`src/rtl/vreg_loader.sv`:
```
// rtl/vreg_loader.sv - assembles up to eight 32-bit beats into a 256-bit register write
// Optional READ readback port enabled by VREG_LOADER_READBACK_EN.
module vreg_loader (
    input  logic         clk,
    input  logic         reset,
    input  logic         cmd_valid,
    output logic         cmd_ready,
    input  logic [9:0]   cmd_payload_function_id,
    input  logic [31:0]  cmd_payload_inputs_0,
    input  logic [31:0]  cmd_payload_inputs_1,
    output logic         rsp_valid,
    input  logic         rsp_ready,
    output logic [31:0]  rsp_payload_outputs_0,
    output logic [4:0]   wb_sel,
    output logic [255:0] wb_data,
    output logic         wb_load
`ifdef VREG_LOADER_READBACK_EN
    ,
    output logic [4:0]   rd_sel,
    input  logic [255:0] rd_value
`endif
);

    typedef enum logic [1:0] {
        IDLE   = 2'd0,
        FILL   = 2'd1,
        COMMIT = 2'd2
    } state_t;

    localparam logic [2:0] OP_START = 3'd0;
    localparam logic [2:0] OP_DATA  = 3'd1;
    localparam logic [2:0] OP_ABORT = 3'd2;
    localparam logic [2:0] OP_READ  = 3'd3;

    state_t         state;
    state_t         state_n;
    logic [4:0]     dest;
    logic [3:0]     beats;
    logic [3:0]     cnt;
    logic [255:0]   vec;

    logic           accept;
    logic [2:0]     op;
    logic           do_start;
    logic           do_data;
    logic           do_abort;
    logic           do_read;
    logic           err;
    logic [3:0]     cnt_inc;
    logic [3:0]     cnt_after;
    logic [3:0]     beats_in;
    logic [3:0]     beats_eff;
    logic [31:0]    read_word;
    logic [31:0]    rsp_next;

    logic unused_bits;
    assign unused_bits = ^{cmd_payload_function_id[9:3], cmd_payload_inputs_1[31:4]};

    assign op        = cmd_payload_function_id[2:0];
    assign accept    = cmd_valid && cmd_ready;
    assign cnt_inc   = cnt + 4'd1;
    assign beats_in  = cmd_payload_inputs_1[3:0];
    assign beats_eff = (beats_in == 4'd0 || beats_in > 4'd8) ? 4'd8 : beats_in;

    // A stalled response blocks new commands; a response being taken does not.
    assign cmd_ready = !reset && (state != COMMIT) && !(rsp_valid && !rsp_ready);

    assign wb_load = (state == COMMIT) && !reset;
    assign wb_sel  = wb_load ? dest : 5'd0;
    assign wb_data = wb_load ? vec : 256'd0;

`ifdef VREG_LOADER_READBACK_EN
    assign rd_sel    = cmd_payload_inputs_0[4:0];
    assign read_word = rd_value[{cmd_payload_inputs_1[2:0], 5'd0} +: 32];
`else
    assign read_word = 32'd0;
`endif

    always_ff @(posedge clk) begin
        if (reset) begin
            state <= IDLE;
        end else begin
            state <= state_n;
        end
    end

    always_comb begin
        state_n  = state;
        do_start = 1'b0;
        do_data  = 1'b0;
        do_abort = 1'b0;
        do_read  = 1'b0;
        err      = 1'b0;
        if (accept) begin
            case (op)
                OP_START: begin
                    if (state == IDLE) begin
                        do_start = 1'b1;
                        state_n  = FILL;
                    end else begin
                        err = 1'b1;
                    end
                end
                OP_DATA: begin
                    if (state == FILL) begin
                        do_data = 1'b1;
                        if (cnt_inc == beats) begin
                            state_n = COMMIT;
                        end
                    end else begin
                        err = 1'b1;
                    end
                end
                OP_ABORT: begin
                    do_abort = 1'b1;
                    state_n  = IDLE;
                end
`ifdef VREG_LOADER_READBACK_EN
                OP_READ: begin
                    if (state == IDLE) begin
                        do_read = 1'b1;
                    end else begin
                        err = 1'b1;
                    end
                end
`endif
                default: err = 1'b1;
            endcase
        end
        if (state == COMMIT) begin
            state_n = IDLE;
        end
    end

    always_comb begin
        cnt_after = cnt;
        if (do_start || do_abort) begin
            cnt_after = 4'd0;
        end else if (do_data) begin
            cnt_after = cnt_inc;
        end
        rsp_next = {16'd0, 4'd0, cnt_after, 6'd0, err, (state_n != IDLE)};
        if (do_read) begin
            rsp_next = read_word;
        end
    end

    always_ff @(posedge clk) begin
        if (reset) begin
            dest                  <= 5'd0;
            beats                 <= 4'd0;
            cnt                   <= 4'd0;
            vec                   <= 256'd0;
            rsp_valid             <= 1'b0;
            rsp_payload_outputs_0 <= 32'd0;
        end else begin
            if (do_start) begin
                dest  <= cmd_payload_inputs_0[4:0];
                beats <= beats_eff;
                cnt   <= 4'd0;
                vec   <= 256'd0;
            end else if (do_data) begin
                vec[{cnt[2:0], 5'd0} +: 32] <= cmd_payload_inputs_0;
                cnt                         <= cnt_inc;
            end else if (do_abort || state == COMMIT) begin
                // Leave IDLE with a clean vector so a short fill zero-pads.
                vec <= 256'd0;
                cnt <= 4'd0;
            end

            if (accept) begin
                rsp_valid             <= 1'b1;
                rsp_payload_outputs_0 <= rsp_next;
            end else if (rsp_ready) begin
                rsp_valid <= 1'b0;
            end
        end
    end

endmodule

```
`config.mk`:
```
export PLATFORM = sky130hd
export DESIGN_NAME = vreg_loader
export DESIGN_NICKNAME = d
export VERILOG_FILES = /design/src/rtl/vreg_loader.sv
export SDC_FILE = /design/constraint.sdc
export NUM_CORES = 1
export LEC_CHECK = 0
export ABC_AREA = 1
export CORE_ASPECT_RATIO = 0.8
export CORE_MARGIN = 5
export CORE_UTILIZATION = 53
export CTS_BUF_LIST = sky130_fd_sc_hd__clkbuf_16
export CTS_CLUSTER_DIAMETER = 100
export DETAILED_ROUTE_END_ITERATION = 16
export HOLD_SLACK_MARGIN = 0.15
export PLACE_DENSITY = 0.87
export SLEW_MARGIN = 20
export SYNTH_ARGS = -nofsm -noshare
export SYNTH_HDL_FRONTEND = slang
export SYNTH_SLANG_ARGS = --single-unit
export TNS_END_PERCENT = 20
```
`constraint.sdc`:
```
create_clock -name clk -period 6.7 [get_ports clk]
set_input_delay 2.01 -clock clk [delete_from_list [all_inputs] [get_ports clk]]
set_output_delay 2.01 -clock clk [all_outputs]
set_load 0.05 [all_outputs]
```
==> impl_results.html <==
<table>
<tr><th>Metric</th><th>Value</th></tr>
<tr><th colspan="2">Floorplanning</th></tr>
<tr><td>Cell Rows</td><td>between 50 and 60</td></tr>
<tr><td>I/O pins</td><td>374</td></tr>
<tr><td>Area enclosed by the die boundary</td><td>between 20,000 and 30,000 um^2</td></tr>
<tr><td>Placeable core area</td><td>approximately 25,000 um^2</td></tr>
<tr><td>Effective utilization at floorplan</td><td>between 50% and 60%</td></tr>
<tr><td>Floorplan die width</td><td>around 190 um</td></tr>
<tr><td>Chip height</td><td>~150 um</td></tr>
<tr><th colspan="2">Clock tree</th></tr>
<tr><td>CTS tree</td><td>yes</td></tr>
<tr><td>Total clock buffers created by CTS</td><td>29</td></tr>
<tr><td>Count of hold-fix buffers inserted at cts</td><td>0</td></tr>
<tr><td>Clk slew on worst S/H paths</td><td>0.06 ns</td></tr>
<tr><td>CTS HTree Levels</td><td>1</td></tr>
<tr><td>Post-CTS Setup Repair Bufs</td><td>0</td></tr>
<tr><td>Cell chosen for the clock root</td><td>sky130_fd_sc_hd__clkbuf_16</td></tr>
<tr><td>Buffers from clock root to sink, at most</td><td>3</td></tr>
<tr><td>Number of clock sinks seen by CTS</td><td>roughly 280</td></tr>
<tr><td>Post-cts gate resize count</td><td>0</td></tr>
<tr><td>Insertion delay to the later sink of the worst-skew pair</td><td>approximately 0.53 ns</td></tr>
<tr><th colspan="2">Route</th></tr>
<tr><td>Detailed-route DRC error count</td><td>0</td></tr>
<tr><td>Average vias per placed instance</td><td>between 5 and 6</td></tr>
<tr><td>Detailed-router iteration count before antenna repair</td><td>7</td></tr>
<tr><td>Post-detailed-route count of antenna-violating nets</td><td>0</td></tr>
<tr><td>Routed WL per cell</td><td>between 15 and 20 um</td></tr>
<tr><td>DR iter-0 viols</td><td>around 2.1k</td></tr>
<tr><td>Vias after detailed routing</td><td>14.6k</td></tr>
<tr><td>Total wirelength of the detailed-routed design</td><td>roughly 50,000 um</td></tr>
<tr><th colspan="2">Critical path</th></tr>
<tr><td>Crit end category</td><td>primary output</td></tr>
<tr><td>R2R Path End</td><td>vec[151]</td></tr>
<tr><td>Required time reported for the critical path endpoint</td><td>between 4 and 5 ns</td></tr>
<tr><td>Crit-path max FO</td><td>~120</td></tr>
<tr><td>CP startpoint</td><td>reset</td></tr>
<tr><td>Endpoint of the most critical setup path</td><td>wb_data[120]</td></tr>
<tr><td>FF-to-FF Start</td><td>cnt[0]</td></tr>
<tr><td>Critical Path Start Type</td><td>input pin</td></tr>
<tr><td>Path depth of the worst reg2reg path</td><td>10</td></tr>
<tr><td>Setup Crit Path Kind</td><td>input pin to primary output</td></tr>
<tr><td>CP arrival</td><td>4.22 ns</td></tr>
<tr><td>Worst reg2reg setup slack</td><td>2.96 ns</td></tr>
<tr><th colspan="2">Placed design</th></tr>
<tr><td>Placed wire-length estimate</td><td>around 31,000 um</td></tr>
<tr><td>Port Buffers</td><td>around 310</td></tr>
<tr><td>GPL Wtd Cong</td><td>~0.87</td></tr>
<tr><td>Cell Area, Placed</td><td>~16,000 um^2</td></tr>
<tr><th colspan="2">STA</th></tr>
<tr><td>Worst-case clock skew</td><td>0.00960 ns</td></tr>
<tr><td>Post-Route Setup TNS</td><td>0 ns</td></tr>
<tr><td>Final number of hold-violating endpoints</td><td>0</td></tr>
<tr><td>RSZ-0062 raised after global routing</td><td>no</td></tr>
<tr><td>Maximum achievable frequency</td><td>roughly 160 MHz</td></tr>
<tr><td>Final setup violation count</td><td>0</td></tr>
<tr><td>Minimum clock period</td><td>between 6 and 7 ns</td></tr>
<tr><td>Final hold slack</td><td>0.457 ns</td></tr>
<tr><td>Post-route fraction of the period consumed by the critical path</td><td>just over 90%</td></tr>
<tr><td>Relative slew slack</td><td>around 27%</td></tr>
<tr><td>Slew at the pin with the worst max-slew slack</td><td>around 1.1 ns</td></tr>
<tr><td>Max-slew violation count</td><td>0</td></tr>
<tr><th colspan="2">Pwr</th></tr>
<tr><td>Leak</td><td>roughly 5.4 nW</td></tr>
<tr><td>Sequential Power Share</td><td>48.2%</td></tr>
<tr><td>Power share of the clock group</td><td>between 40% and 50%</td></tr>
<tr><td>Reported net switching power</td><td>0.000848 W</td></tr>
<tr><td>Switching fraction of total power</td><td>between 20% and 30%</td></tr>
<tr><td>Worst VDD drop</td><td>~0.00016 V</td></tr>
<tr><td>Overall power after layout</td><td>around 0.0034 W</td></tr>
<tr><td>Relative contribution of combinational cells to total power</td><td>under 10%</td></tr>
<tr><td>Design internal power</td><td>roughly 0.0026 W</td></tr>
<tr><td>PwrDens</td><td>about 200 nW/um^2</td></tr>
<tr><th colspan="2">Layout</th></tr>
<tr><td>Total non-filler cell area in the finished layout</td><td>approximately 17,000 um^2</td></tr>
<tr><td>Ratio of cells with drive above 1 in the final layout</td><td>around 13%</td></tr>
<tr><td>End-of-flow core utilization</td><td>about two thirds</td></tr>
<tr><td>Synthesis-to-finish area growth</td><td>22.0%</td></tr>
<tr><td>Net count, final</td><td>2,221</td></tr>
<tr><td>Ant diodes</td><td>0</td></tr>
<tr><th colspan="2">GRT</th></tr>
<tr><td>Total track usage</td><td>31.4%</td></tr>
<tr><td>Antenna violations before repair</td><td>0</td></tr>
<tr><td>Number of global-route vias before repair</td><td>about 13k</td></tr>
<tr><td>Maximum number of pins on one net before global-route repair</td><td>171</td></tr>
<tr><td>First-pass GRT wire length</td><td>between 70,000 and 80,000 um</td></tr>
<tr><td>Grt ovf</td><td>0</td></tr>
<tr><th colspan="2">Status</th></tr>
<tr><td>Status</td><td>finished, final reports clean</td></tr>
<tr><th colspan="2">Logic synthesis</th></tr>
<tr><td>Cell area after synthesis</td><td>about 14,000 um^2</td></tr>
<tr><td>Seq cells post-synth</td><td>between 200 and 300</td></tr>
<tr><td>Most area-hungry cell type in the Yosys netlist</td><td>sky130_fd_sc_hd__dfxtp_1</td></tr>
<tr><td>Mean instance size in the synthesized netlist</td><td>6.92 um^2</td></tr>
<tr><td>Top cells by area, synth</td><td>sky130_fd_sc_hd__dfxtp_1, sky130_fd_sc_hd__nand3_1, sky130_fd_sc_hd__a21oi_1</td></tr>
<tr><td>Library cells used by synthesis</td><td>32</td></tr>
<tr><td>Synth warn</td><td>0</td></tr>
<tr><td>Proportion of synthesized chip area in sequential cells</td><td>40.5%</td></tr>
<tr><td>Share of the synthesized area in the top cell type</td><td>between 40% and 50%</td></tr>
<tr><td>Post-Syn Instances</td><td>between 1.5k and 2k</td></tr>
<tr><th colspan="2">Min path</th></tr>
<tr><td>Worst min path class</td><td>register to register</td></tr>
<tr><td>Number of cells on the worst hold path</td><td>2</td></tr>
<tr><td>Min-Delay Startpoint</td><td>dest[3]</td></tr>
<tr><th colspan="2">Flow run</th></tr>
<tr><td>Max cap viols</td><td>0</td></tr>
</table>
-- worst max-delay path: stages --
cell and delay, ns:
sky130_fd_sc_hd__clkdlybuf4s50_1 0.43, sky130_fd_sc_hd__nor2_1 0.35, sky130_fd_sc_hd__inv_8 0.25, sky130_fd_sc_hd__nor2_1 0.23, sky130_fd_sc_hd__clkdlybuf4s50_1 0.85
-- layout by cell type, fill, tap and decap left out, types with 26 or more instances in the layout --
| cell | instances |
|---|---|
| sky130_fd_sc_hd__a21oi_1 | 272 |
| sky130_fd_sc_hd__clkbuf_16 | 29 |
| sky130_fd_sc_hd__conb_1 | 26 |
| sky130_fd_sc_hd__nand2_1 | 75 |
| sky130_fd_sc_hd__clkdlybuf4s50_1 | 113 |
| sky130_fd_sc_hd__inv_1 | 291 |
| sky130_fd_sc_hd__buf_4 | 215 |
| sky130_fd_sc_hd__nand4_1 | 194 |
| sky130_fd_sc_hd__nand3_1 | 310 |
| sky130_fd_sc_hd__nor2_1 | 278 |
| sky130_fd_sc_hd__dfxtp_1 | 278 |
-- cells in the mapped netlist (all sizes together) --
cell type / number
clkbuf: 101
nor3: 3
nor3b: 1
nand2: 83
nor2: 287
o21ai: 14
dfxtp: 278
conb: 1
inv: 299
nand3: 311
buf: 134
nor4: 3
nand4: 194
a21oi: 272
ha: 4
a31oi: 1
a211oi: 2
-- power groups by stage --
stage	clock (W)	combinational, W	sequential (W)
2_1_floorplan	0	0.000146	0.00170
3_3_place_gp	0	0.000215	0.00169
3_5_place_dp	0	0.000216	0.00169
4_1_cts	0.00157	0.000216	0.00166
5_1_grt	0.00164	0.000230	0.00166
6_report	0.00155	0.000225	0.00166
-- registers in the layout (all words and copies together), names as in the netlist --
signal and cells:
rsp_payload_outputs_0 6, cnt 4, dest 5, beats 4, state 2, vec 256
rsp_valid 1
-- routing by layer --
layer	wire length, um	vias to the layer above	global-route usage, %
li1	-	6768	-
met1	19800	6769	43.0
met2	21100	943	46.5
met3	6350	151	9.07
met4	2440	0	13.0
met5	0	-	0
-- layout make-up --
cell class | instances | area, um^2
fill | 2140 | 8660
multi-input combinational | 1201 | 5950
sequential | 278 | 5570
timing repair buffer | 330 | 2790
inverter | 299 | 1140
clock buffer | 29 | 726
tap | 351 | 439
clock inverter | 21 | 174
-- how the worst min path moves through the flow --
stage / slack (ns) / end
final: 0.46 / dest[3]
after global routing: 0.49 / dest[3]
after CTS: 0.46 / dest[3]
after detailed placement: 0.45 / dest[3]
after global placement: 0.44 / dest[4]
after floorplan: 0.43 / dest[0]
-- logic make-up after synthesis --
logic type,count (synthesis),synth area share (%)
simple gates,882,31.1
buf+inv,534,17.4
compound gates,289,10.6
flops,278,40.5
fa+ha+maj,4,0.364
other cells,1,0.0273
-- stage by stage --
stage | instances | setup slack (ns)
final | 2509 | 0.473
after global placement | 2459 | 0.628
after detailed placement | 2459 | 0.497
after CTS | 2509 | 0.503
after global routing | 2509 | 0.401
after floorplan | 2013 | 0.535
(Power assumes the default switching activity.)
